**src/rtl/i2c_reg_bank_pkg.sv**
```systemverilog
// Shared types and constants for the I2C register-bank stage.
// States, the read-back value for unmapped addresses and the pointer width.
package i2c_pkg;
  typedef enum logic [1:0] {IDLE, PTR, WRITE, READ} i2c_rb_state_t;
  localparam int         PTR_W    = 8;
  localparam logic [7:0] BAD_READ = 8'hFF;
endpackage

```
**src/rtl/i2c_reg_bank_if.sv**
```systemverilog
// Byte-event bus between the SCL-clocked I2C peripheral and the register bank.
// The peripheral is the master and the register bank is the slave.
interface i2c_reg_bank_if;
  logic [7:0] rx_byte;
  logic       rx_tgl;
  logic       tx_tgl;
  logic       start_tgl;
  logic       rw;
  logic [7:0] tx_byte;

  modport master (output rx_byte, rx_tgl, tx_tgl, start_tgl, rw, input tx_byte);
  modport slave  (input rx_byte, rx_tgl, tx_tgl, start_tgl, rw, output tx_byte);
endinterface

```
**src/rtl/i2c_reg_bank_toggle_sync.sv**
```systemverilog
// Brings an SCL-domain toggle into clk: a 2-FF synchronizer plus an edge-detect flop.
// pulse_o is high for one clk, with the edge between the 2nd and 3rd stages.
module toggle_sync (
  input  logic clk,
  input  logic rst,
  input  logic tgl_i,
  output logic pulse_o
);
  logic [2:0] sync_q;

  always_ff @(posedge clk or posedge rst) begin
    if (rst) sync_q <= '0;
    else     sync_q <= {sync_q[1:0], tgl_i};
  end

  assign pulse_o = sync_q[1] ^ sync_q[2];
endmodule

```
**src/rtl/i2c_reg_bank.sv**
```systemverilog
// Register file behind the I2C peripheral: pointer decode, control registers with
// write strobes, and a registered read mux that drives the next transmitted byte.
module i2c_reg_bank
  import i2c_pkg::*;
#(
  parameter int         NUM_RW    = 4,
  parameter int         NUM_RO    = 4,
  parameter logic [7:0] RESET_VAL = 8'h00
) (
  input  logic                clk,
  input  logic                rst,
  i2c_reg_bank_if.slave       bus,
  output logic [8*NUM_RW-1:0] ctrl_regs,
  output logic [NUM_RW-1:0]   wr_strobe,
  input  logic [8*NUM_RO-1:0] status_in
);
  logic start_p, rx_p, tx_p;

  toggle_sync u_start_sync (.clk(clk), .rst(rst), .tgl_i(bus.start_tgl), .pulse_o(start_p));
  toggle_sync u_rx_sync    (.clk(clk), .rst(rst), .tgl_i(bus.rx_tgl),    .pulse_o(rx_p));
  toggle_sync u_tx_sync    (.clk(clk), .rst(rst), .tgl_i(bus.tx_tgl),    .pulse_o(tx_p));

  // rw is level-stable around start_tgl, so a plain 2-FF pair lines it up with start_p.
  logic [1:0] rw_sync_q;
  always_ff @(posedge clk or posedge rst) begin
    if (rst) rw_sync_q <= '0;
    else     rw_sync_q <= {rw_sync_q[0], bus.rw};
  end

  i2c_rb_state_t       state_q;
  logic [PTR_W-1:0]    ptr_q;
  logic [7:0]          ctrl_q [NUM_RW];
  logic [NUM_RW-1:0]   wr_strobe_q;
  logic [7:0]          tx_byte_q;
  logic [7:0]          tx_byte_d;

  always_comb begin
    tx_byte_d = BAD_READ;
    for (int k = 0; k < NUM_RW; k++) begin
      if (ptr_q == PTR_W'(k)) tx_byte_d = ctrl_q[k];
    end
    for (int k = 0; k < NUM_RO; k++) begin
      if (ptr_q == PTR_W'(NUM_RW + k)) tx_byte_d = status_in[8*k +: 8];
    end
  end

  // start_p is decoded first so a coincident rx_p/tx_p is discarded.
  always_ff @(posedge clk or posedge rst) begin
    if (rst) begin
      state_q     <= IDLE;
      ptr_q       <= '0;
      wr_strobe_q <= '0;
      tx_byte_q   <= '0;
      for (int k = 0; k < NUM_RW; k++) ctrl_q[k] <= RESET_VAL;
    end else begin
      wr_strobe_q <= '0;
      tx_byte_q   <= tx_byte_d;
      if (start_p) begin
        state_q <= rw_sync_q[1] ? READ : PTR;
      end else begin
        case (state_q)
          PTR: begin
            if (rx_p) begin
              ptr_q   <= bus.rx_byte;
              state_q <= WRITE;
            end
          end
          WRITE: begin
            if (rx_p) begin
              for (int k = 0; k < NUM_RW; k++) begin
                if (ptr_q == PTR_W'(k)) begin
                  ctrl_q[k]      <= bus.rx_byte;
                  wr_strobe_q[k] <= 1'b1;
                end
              end
              ptr_q <= ptr_q + 1'b1;
            end
          end
          READ: begin
            if (tx_p) ptr_q <= ptr_q + 1'b1;
          end
          default: ;
        endcase
      end
    end
  end

  for (genvar gi = 0; gi < NUM_RW; gi++) begin : g_ctrl_out
    assign ctrl_regs[8*gi +: 8] = ctrl_q[gi];
  end

  assign wr_strobe   = wr_strobe_q;
  assign bus.tx_byte = tx_byte_q;
endmodule
```
**src/flat_wrapper.sv**
```systemverilog
// flat-port wrapper written by rule: the top's interface ports become plain ports
module i2c_reg_bank_flat import i2c_pkg::*;
#(
  parameter int         NUM_RW    = 4,
  parameter int         NUM_RO    = 4,
  parameter logic [7:0] RESET_VAL = 8'h00
)
  (clk, rst, ctrl_regs, wr_strobe, status_in, bus_rx_byte, bus_rx_tgl, bus_tx_tgl, bus_start_tgl, bus_rw, bus_tx_byte);
  i2c_reg_bank_if bus_i ();
  input  logic clk;
  input  logic rst;
  output logic [8*NUM_RW-1:0] ctrl_regs;
  output logic [NUM_RW-1:0] wr_strobe;
  input  logic [8*NUM_RO-1:0] status_in;
  input wire logic [$bits(bus_i.rx_byte)-1:0] bus_rx_byte;
  input wire logic [$bits(bus_i.rx_tgl)-1:0] bus_rx_tgl;
  input wire logic [$bits(bus_i.tx_tgl)-1:0] bus_tx_tgl;
  input wire logic [$bits(bus_i.start_tgl)-1:0] bus_start_tgl;
  input wire logic [$bits(bus_i.rw)-1:0] bus_rw;
  output wire logic [$bits(bus_i.tx_byte)-1:0] bus_tx_byte;
  assign bus_i.rx_byte = bus_rx_byte;
  assign bus_i.rx_tgl = bus_rx_tgl;
  assign bus_i.tx_tgl = bus_tx_tgl;
  assign bus_i.start_tgl = bus_start_tgl;
  assign bus_i.rw = bus_rw;
  assign bus_tx_byte = bus_i.tx_byte;
  i2c_reg_bank #(.NUM_RW(NUM_RW), .NUM_RO(NUM_RO), .RESET_VAL(RESET_VAL)) u_core (.clk(clk), .rst(rst), .bus(bus_i), .ctrl_regs(ctrl_regs), .wr_strobe(wr_strobe), .status_in(status_in));
endmodule
```
**config.mk**
```make
export PLATFORM = sky130hd
export DESIGN_NAME = i2c_reg_bank_flat
export DESIGN_NICKNAME = d
export VERILOG_FILES = /design/src/rtl/i2c_reg_bank_pkg.sv /design/src/rtl/i2c_reg_bank_if.sv /design/src/rtl/i2c_reg_bank_toggle_sync.sv /design/src/rtl/i2c_reg_bank.sv /design/src/flat_wrapper.sv
export SDC_FILE = /design/constraint.sdc
export NUM_CORES = 1
export LEC_CHECK = 0
export BUFFER_PORTS_ARGS = -buffer_cell sky130_fd_sc_hd__buf_2
export CAP_MARGIN = 20
export CORE_MARGIN = 3
export CORE_UTILIZATION = 47
export CTS_BUF_LIST = sky130_fd_sc_hd__clkbuf_16
export CTS_CLUSTER_SIZE = 25
export DETAILED_ROUTE_END_ITERATION = 8
export HOLD_SLACK_MARGIN = 0.03
export PLACE_DENSITY = 0.76
export SLEW_MARGIN = 10
export SYNTH_ARGS = -nofsm -noshare
export SYNTH_HDL_FRONTEND = slang
export SYNTH_HIERARCHICAL = 1
export SYNTH_SLANG_ARGS = --single-unit
```
**constraint.sdc**
```tcl
create_clock -name clk -period 2.5 [get_ports clk]
set_clock_uncertainty 0.1 [all_clocks]
set_input_delay 0.625 -clock clk [delete_from_list [all_inputs] [get_ports clk]]
set_output_delay 0.625 -clock clk [all_outputs]
set_load 0.01 [all_outputs]
```
# --- After elaboration in Yosys (flattened, before gate mapping) ---
# Index checks and enable logic that the tools add are counted.
totals:
  reg_bits: 65
  in_bits: 46
  word_cells: 63
op_classes:
  n_addsub: 1
  eq_ne: 13
  muxes: 23
  bitwise: 4
  n_reduce_logical: 10
op_table:
  columns: ["operator", "n"]
  rows:
  - ["$mux 8", 11]
  - ["$eq 8x3->1 const B", 4]
  - ["$pmux 8 s3", 1]
  - ["$eq 8x2->1 const B", 2]
  - ["$reduce_and 4->1", 4]
  - ["$mux 4", 3]
  - ["$add 8x1->8 const B", 1]
  - ["$eq 8x1->1 const B", 1]
  - ["$logic_not 8->1", 1]
  - ["$mux 2", 4]
  - ["$ne 2x1->1 const B", 3]
  - ["$reduce_and 5->1", 1]
  - ["$eq 2x2->1 const B", 2]
  - ["$mux 1", 4]
  - ["$reduce_bool 2->1", 2]
  - ["$reduce_bool 3->1", 1]
  - ["$xor 1x1->1", 3]
  - ["$eq 2x1->1 const B", 1]
  - ["$reduce_and 2->1", 1]
  - ["$not 1->1", 1]

# --- Logic depth before layout (Yosys ltp) ---
depth:
  depth_word: 9
  mapped_depth: 7
  ltp_nobuf: 6

# --- Cells and area by module ---
# The synthesis kept the hierarchy.
modules_own_cells:
  columns: ["module", "n_inst", "cells_per_inst", "area_each_um2", "seq_area_each_um2"]
  rows:
  - ["i2c_reg_bank", 1, 271, 2924.1, 1401.3]
  - ["toggle_sync", 3, 5, 87.6, 75.1]

# --- Worst setup path after synthesis ---
# OpenSTA, ideal clock, no wires.
synth_timing:
  kind: "reg2reg"
  start: "register u_core.u_rx_sync.sync_q[2]"
  end: "register u_core.ctrl_q (netlist bit u_core/ctrl_regs[29])"
  setup_ns: 0.128
  arrival_ns: 2.102
  t_required_ns: 2.272
  slack_ns: 0.170
  stages_incl_launch_ff: 6
  n_path_buf: 0
  cell_sequence: "dfrtp_1 > xor2_1 > or4bb_1 > nor4_4 > nand2_4 > mux2_1"
synth_via:
  elab_chain_len: 2
synth_rtl:
  columns: ["item", "line", "source"]
  rows:
  - ["from (decl)", "i2c_reg_bank_toggle_sync.sv:9", "logic [2:0] sync_q;"]
  - ["from (signal assigned)", "i2c_reg_bank_toggle_sync.sv:13", "else sync_q <= {sync_q[1:0], tgl_i};"]
  - ["$xor 1x1->1", "i2c_reg_bank_toggle_sync.sv:16", "assign pulse_o = sync_q[1] ^ sync_q[2];"]
  - ["via u_core.rx_p", "i2c_reg_bank.sv:17", "logic start_p, rx_p, tx_p;"]
  - ["$reduce_and 4->1 (no line)", null, null]
  - ["to (signal, indexed assignment)", "i2c_reg_bank.sv:72", "ctrl_q[k] <= bus.rx_byte;"]
  - ["to (decl)", "i2c_reg_bank.sv:32", "logic [7:0] ctrl_q [NUM_RW];"]
# The timed path passes the listed nets, and every way through them passes these cells.
# A chain may end at the register's enable or synchronous reset.

# --- Final worst setup path ---
layout_timing:
  start: "register u_core.u_rx_sync.sync_q[1]"
  end: "register u_core.ctrl_q (netlist bit u_core/ctrl_regs[21])"
# The elaborated chain is that of the path after synthesis.

==> impl_metrics.xml <==
<?xml version="1.0" encoding="UTF-8"?>
<metrics>
  <group name="setup_path">
    <metric name="end_kind" unit="">flip-flop</metric>
    <metric name="crit_path_start_kind" unit="">flip-flop</metric>
    <metric name="crit_path_start" unit="">u_core/u_rx_sync/sync_q[1]$_DFF_PP0_</metric>
    <metric name="r2r_start" unit="">u_core/u_rx_sync/sync_q[1]$_DFF_PP0_</metric>
    <metric name="worstPathRequired" unit="ns">2.61</metric>
    <metric name="highest_net_fanout_along_the_worst_path" unit="">9</metric>
    <metric name="arrival" unit="ns">2.48</metric>
    <metric name="critPathKind" unit="">reg -&gt; reg</metric>
    <metric name="r2r.worst_path.cells" unit="">6</metric>
    <metric name="crit_end" unit="">u_core/ctrl_regs[21]$_DFFE_PP0P_</metric>
    <metric name="setup.reg_to_reg.worst_slack" unit="ns">0.13</metric>
    <metric name="r2r-end" unit="">u_core/ctrl_regs[21]$_DFFE_PP0P_</metric>
  </group>
  <group name="sta">
    <metric name="finalMaxSlewViolations" unit="">0</metric>
    <metric name="share_of_the_clock_period_used_by_the_worst_path_after_layout" unit="">0.948</metric>
    <metric name="timing.setup.tns" unit="ns">0</metric>
    <metric name="finalCriticalPeriod" unit="ns">2.37</metric>
    <metric name="rsz0062_at_grt" unit="">no</metric>
    <metric name="least_setup_slack_across_all_paths_after_layout" unit="ns">0.131</metric>
    <metric name="timing.final.setup_violations" unit="">0</metric>
    <metric name="timing.max_slew.rel_slack" unit="">0.556</metric>
    <metric name="worst_slew_pin_slew" unit="ns">0.666</metric>
    <metric name="clock.fmax" unit="MHz">422</metric>
    <metric name="number_of_hold_slack_violations_in_the_final_timing_report" unit="">0</metric>
  </group>
  <group name="logic_synthesis">
    <metric name="synth-xor-area-share" unit="">0.00824</metric>
    <metric name="ys_async_rst_share" unit="">1.00</metric>
    <metric name="fraction_of_the_mapped_netlist_area_in_adder_cells" unit="">0.0157</metric>
    <metric name="yosys_warnings" unit="">6</metric>
    <metric name="dominant_combinational_cell_family_by_area_after_synthesis" unit="">compound AO/OA/AOI/OAI gates</metric>
    <metric name="synth_compound_gate_area_share" unit="">0.169</metric>
    <metric name="synth-main-ff-cell" unit="">sky130_fd_sc_hd__dfrtp_1</metric>
    <metric name="yosys.area_share.simple" unit="">0.135</metric>
    <metric name="synth_area_leaders" unit="">sky130_fd_sc_hd__dfrtp_1 (51%), sky130_fd_sc_hd__mux2_2 (10%), sky130_fd_sc_hd__o21ai_0 (3.5%), sky130_fd_sc_hd__a22oi_1 (2.8%), sky130_fd_sc_hd__o311ai_0 (2.2%)</metric>
    <metric name="syn-mean-instance-area" unit="µm²">11.1</metric>
    <metric name="synth-seq-area-share" unit="">0.510</metric>
    <metric name="synth.area.mux_share" unit="">0.126</metric>
    <metric name="synth_cell_type_count" unit="">46</metric>
    <metric name="synth_enable_flop_cells" unit="">0</metric>
    <metric name="yosys_register_bits" unit="">65</metric>
    <metric name="synthDominantAreaCellType" unit="">sky130_fd_sc_hd__dfrtp_1</metric>
    <metric name="syn_nets" unit="">336</metric>
    <metric name="mappedNetlistArea" unit="mm²">0.00319</metric>
    <metric name="post-synth-top-area-fraction" unit="">0.510</metric>
    <metric name="gate_count_of_the_mapped_netlist" unit="">286</metric>
  </group>
  <group name="min_path">
    <metric name="holdCritPathClass" unit="">in -&gt; async</metric>
  </group>
  <group name="clock_tree">
    <metric name="cts.root.buffer_cell" unit="">sky130_fd_sc_hd__clkbuf_16</metric>
    <metric name="cts_hold_buffers" unit="">0</metric>
    <metric name="cts_repair_resize_count" unit="">0</metric>
    <metric name="tritoncts" unit="">built</metric>
    <metric name="total_number_of_h_tree_levels" unit="">3</metric>
    <metric name="postCtsSetupBuffers" unit="">0</metric>
    <metric name="clock_transition_time_at_the_flip_flop_clock_pins_of_the_worst_setup_and_hold_paths" unit="ns">0.06</metric>
    <metric name="clock-sinks" unit="">65</metric>
    <metric name="cts_made_buffers" unit="">9</metric>
    <metric name="clock_insertion_delay_worst_skew" unit="ns">0.33</metric>
    <metric name="clock_path_buffers" unit="">2</metric>
  </group>
  <group name="place">
    <metric name="place_inst" unit="">447</metric>
    <metric name="port-buffer-count" unit="">89</metric>
    <metric name="post-place-ws" unit="ns">0.159</metric>
    <metric name="detailed_place_hpwl" unit="µm">5840</metric>
    <metric name="gp_congestion" unit="">0.878</metric>
  </group>
  <group name="die">
    <metric name="fp.dieH" unit="µm">88.3</metric>
    <metric name="die_area" unit="mm²">0.00780</metric>
    <metric name="die_x" unit="µm">88.3</metric>
    <metric name="starting_density" unit="">0.493</metric>
    <metric name="core.rowCount" unit="">29</metric>
    <metric name="pin_count" unit="">90</metric>
    <metric name="core" unit="mm²">0.00646</metric>
  </group>
  <group name="finish">
    <metric name="multiInputGateArea" unit="mm²">0.00145</metric>
    <metric name="post_route_cells_drive_above_1_share" unit="">0.399</metric>
    <metric name="fillerInstances" unit="">525</metric>
    <metric name="insertedDiodeCount" unit="">0</metric>
    <metric name="area.growth.synth_to_final" unit="%">28.2</metric>
    <metric name="area.sequential" unit="mm²">0.00163</metric>
    <metric name="stdcell_count" unit="">463</metric>
    <metric name="final_nets" unit="">431</metric>
  </group>
  <group name="global_route">
    <metric name="antenna_violations_before_repair" unit="">0</metric>
    <metric name="gr-total-overflow" unit="">0</metric>
    <metric name="grt_pass1_wl" unit="µm">13400</metric>
    <metric name="grt_start_max_net_pins" unit="">26</metric>
    <metric name="grt_pass1_vias" unit="">2619</metric>
    <metric name="grt_usage" unit="">0.229</metric>
  </group>
  <group name="route">
    <metric name="drt-initial-drc-count" unit="">249</metric>
    <metric name="drtPass1Iterations" unit="">5</metric>
    <metric name="detail_route.wl_per_cell" unit="µm">17.9</metric>
    <metric name="routed_wl" unit="µm">8280</metric>
    <metric name="detail_route.drc_violations" unit="">0</metric>
    <metric name="detail-route-antenna-nets" unit="">0</metric>
    <metric name="route.detailed.vias_per_inst" unit="">5.78</metric>
    <metric name="dr_total_vias" unit="">2676</metric>
  </group>
  <group name="power_and_ir_drop">
    <metric name="power_density" unit="mW/mm²">905</metric>
    <metric name="power.ir.vdd_worst" unit="mV">0.696</metric>
    <metric name="reported_leakage_power" unit="nW">1.91</metric>
  </group>
  <group name="status">
    <metric name="run_status" unit="">finished, final reports clean</metric>
  </group>
  <group name="run">
    <metric name="timing.max_cap.violations" unit="">0</metric>
  </group>
</metrics>
[layout by cell type, fill, tap and decap left out, types with 5 or more instances in the layout]
cell,synthesis,layout
sky130_fd_sc_hd__a22o_1,7,7
sky130_fd_sc_hd__nand2b_1,11,11
sky130_fd_sc_hd__nand2_1,18,18
sky130_fd_sc_hd__clkbuf_16,0,9
sky130_fd_sc_hd__and2_1,5,5
sky130_fd_sc_hd__buf_2,0,89
sky130_fd_sc_hd__a22oi_1,12,12
sky130_fd_sc_hd__a21oi_1,5,5
sky130_fd_sc_hd__buf_4,0,9
sky130_fd_sc_hd__dfrtp_1,65,65
sky130_fd_sc_hd__nand3_1,9,9
sky130_fd_sc_hd__mux2_2,29,29
sky130_fd_sc_hd__o21ai_0,22,22
sky130_fd_sc_hd__a31oi_1,5,5
sky130_fd_sc_hd__o311ai_0,8,8
sky130_fd_sc_hd__o22ai_1,8,8
sky130_fd_sc_hd__inv_1,15,15
[per-stage QoR]
step | util | power, mW | area, µm² | hold WS (ns)
after floorplan | - | 2.02 | 3190 | 0.231
after global placement | 0.582 | 2.31 | 3760 | 0.231
after detailed placement | 0.582 | 2.35 | 3760 | 0.235
after CTS | 0.632 | 3.69 | 4080 | 0.0773
after global routing | 0.633 | 3.92 | 4090 | 0.0863
final | 0.633 | 3.70 | 4090 | 0.0806
[state kept, by name, indices dropped and copies added (netlist names)]
| register | cells |
|---|---|
| u_core/u_start_sync/sync_q | 3 |
| u_core/rw_sync_q | 2 |
| u_core/u_rx_sync/sync_q | 3 |
| u_core/bus.tx_byte | 8 |
| u_core/wr_strobe | 4 |
| u_core/ptr_q | 8 |
| u_core/state_q | 2 |
| u_core/u_tx_sync/sync_q | 3 |
| u_core/ctrl_regs | 32 |
[worst min-delay path by stage]
stage / from / endpoint / cells past startpoint
after detailed placement: u_core/rw_sync_q[0]$_DFF_PP0_ / u_core/rw_sync_q[1]$_DFF_PP0_ / 0
after global routing: rst / u_core/u_tx_sync/sync_q[0]$_DFF_PP0_ / 2
after CTS: rst / u_core/u_tx_sync/sync_q[0]$_DFF_PP0_ / 2
after floorplan: u_core/rw_sync_q[0]$_DFF_PP0_ / u_core/rw_sync_q[1]$_DFF_PP0_ / 0
after global placement: u_core/rw_sync_q[0]$_DFF_PP0_ / u_core/rw_sync_q[1]$_DFF_PP0_ / 0
final: rst / u_core/u_rx_sync/sync_q[0]$_DFF_PP0_ / 2
[synth_stat cells, drive strengths merged, types with 2 or more instances]
cell / n
dfrtp: 65
xor2: 3
a221oi: 2
or4: 2
nor2: 4
clkbuf: 11
o22ai: 8
inv: 15
o311ai: 8
o22a: 2
mux2: 33
nand2: 22
nor3: 2
nand3: 9
mux2i: 3
and2: 5
nor2b: 3
nor4: 2
a31oi: 5
o21ai: 22
a21oi: 5
a22oi: 12
nor3b: 3
nand2b: 11
a22o: 7
a21o: 2
buf: 4
ha: 4
[cell families (layout without fill, tap and decap cells)]
family                     count (synthesis)  in the layout
AOI/OAI and AO/OA                         79             79
xor gates and xnor gates                   3              3
buffers and inverters                     30            130
muxes                                     36             36
and+or+nand+nor                           69             69
adders and majority gates                  4              4
DFF                                       65             65
[where the power goes]
part / internal [mW] / total (mW) / leakage (nW) / switching, mW
logic: 0.411 / 1.08 / 1.02 / 0.665
clock network: 0.871 / 1.33 / 0.149 / 0.462
registers: 1.15 / 1.29 / 0.739 / 0.136
[layer usage]
layer / share of wire / up-vias / track usage
met5: 0 / - / 0
met4: 0.013 / 0 / 0.0852
met3: 0.070 / 9 / 0.0456
met2: 0.49 / 116 / 0.370
met1: 0.43 / 1303 / 0.306
li1: - / 1248 / -
[critical path, cell delays in order, from the launching register on]
cell	delay (ns)
sky130_fd_sc_hd__dfrtp_1	0.39
sky130_fd_sc_hd__xor2_1	0.34
sky130_fd_sc_hd__or4bb_1	0.58
sky130_fd_sc_hd__nor4_4	0.16
sky130_fd_sc_hd__buf_4	0.22
sky130_fd_sc_hd__nand2_4	0.11
sky130_fd_sc_hd__mux2_1	0.35
[layout make-up]
class                   count  share of cell area
clock buffers               9              0.0551
clock inverters             7              0.0233
inverters                  15              0.0138
flip-flops and latches     65               0.398
multi-input cells         191               0.356
repair buffers             99               0.130
well taps                  77              0.0236
Note: power is estimated with default switching activity, not from simulation.
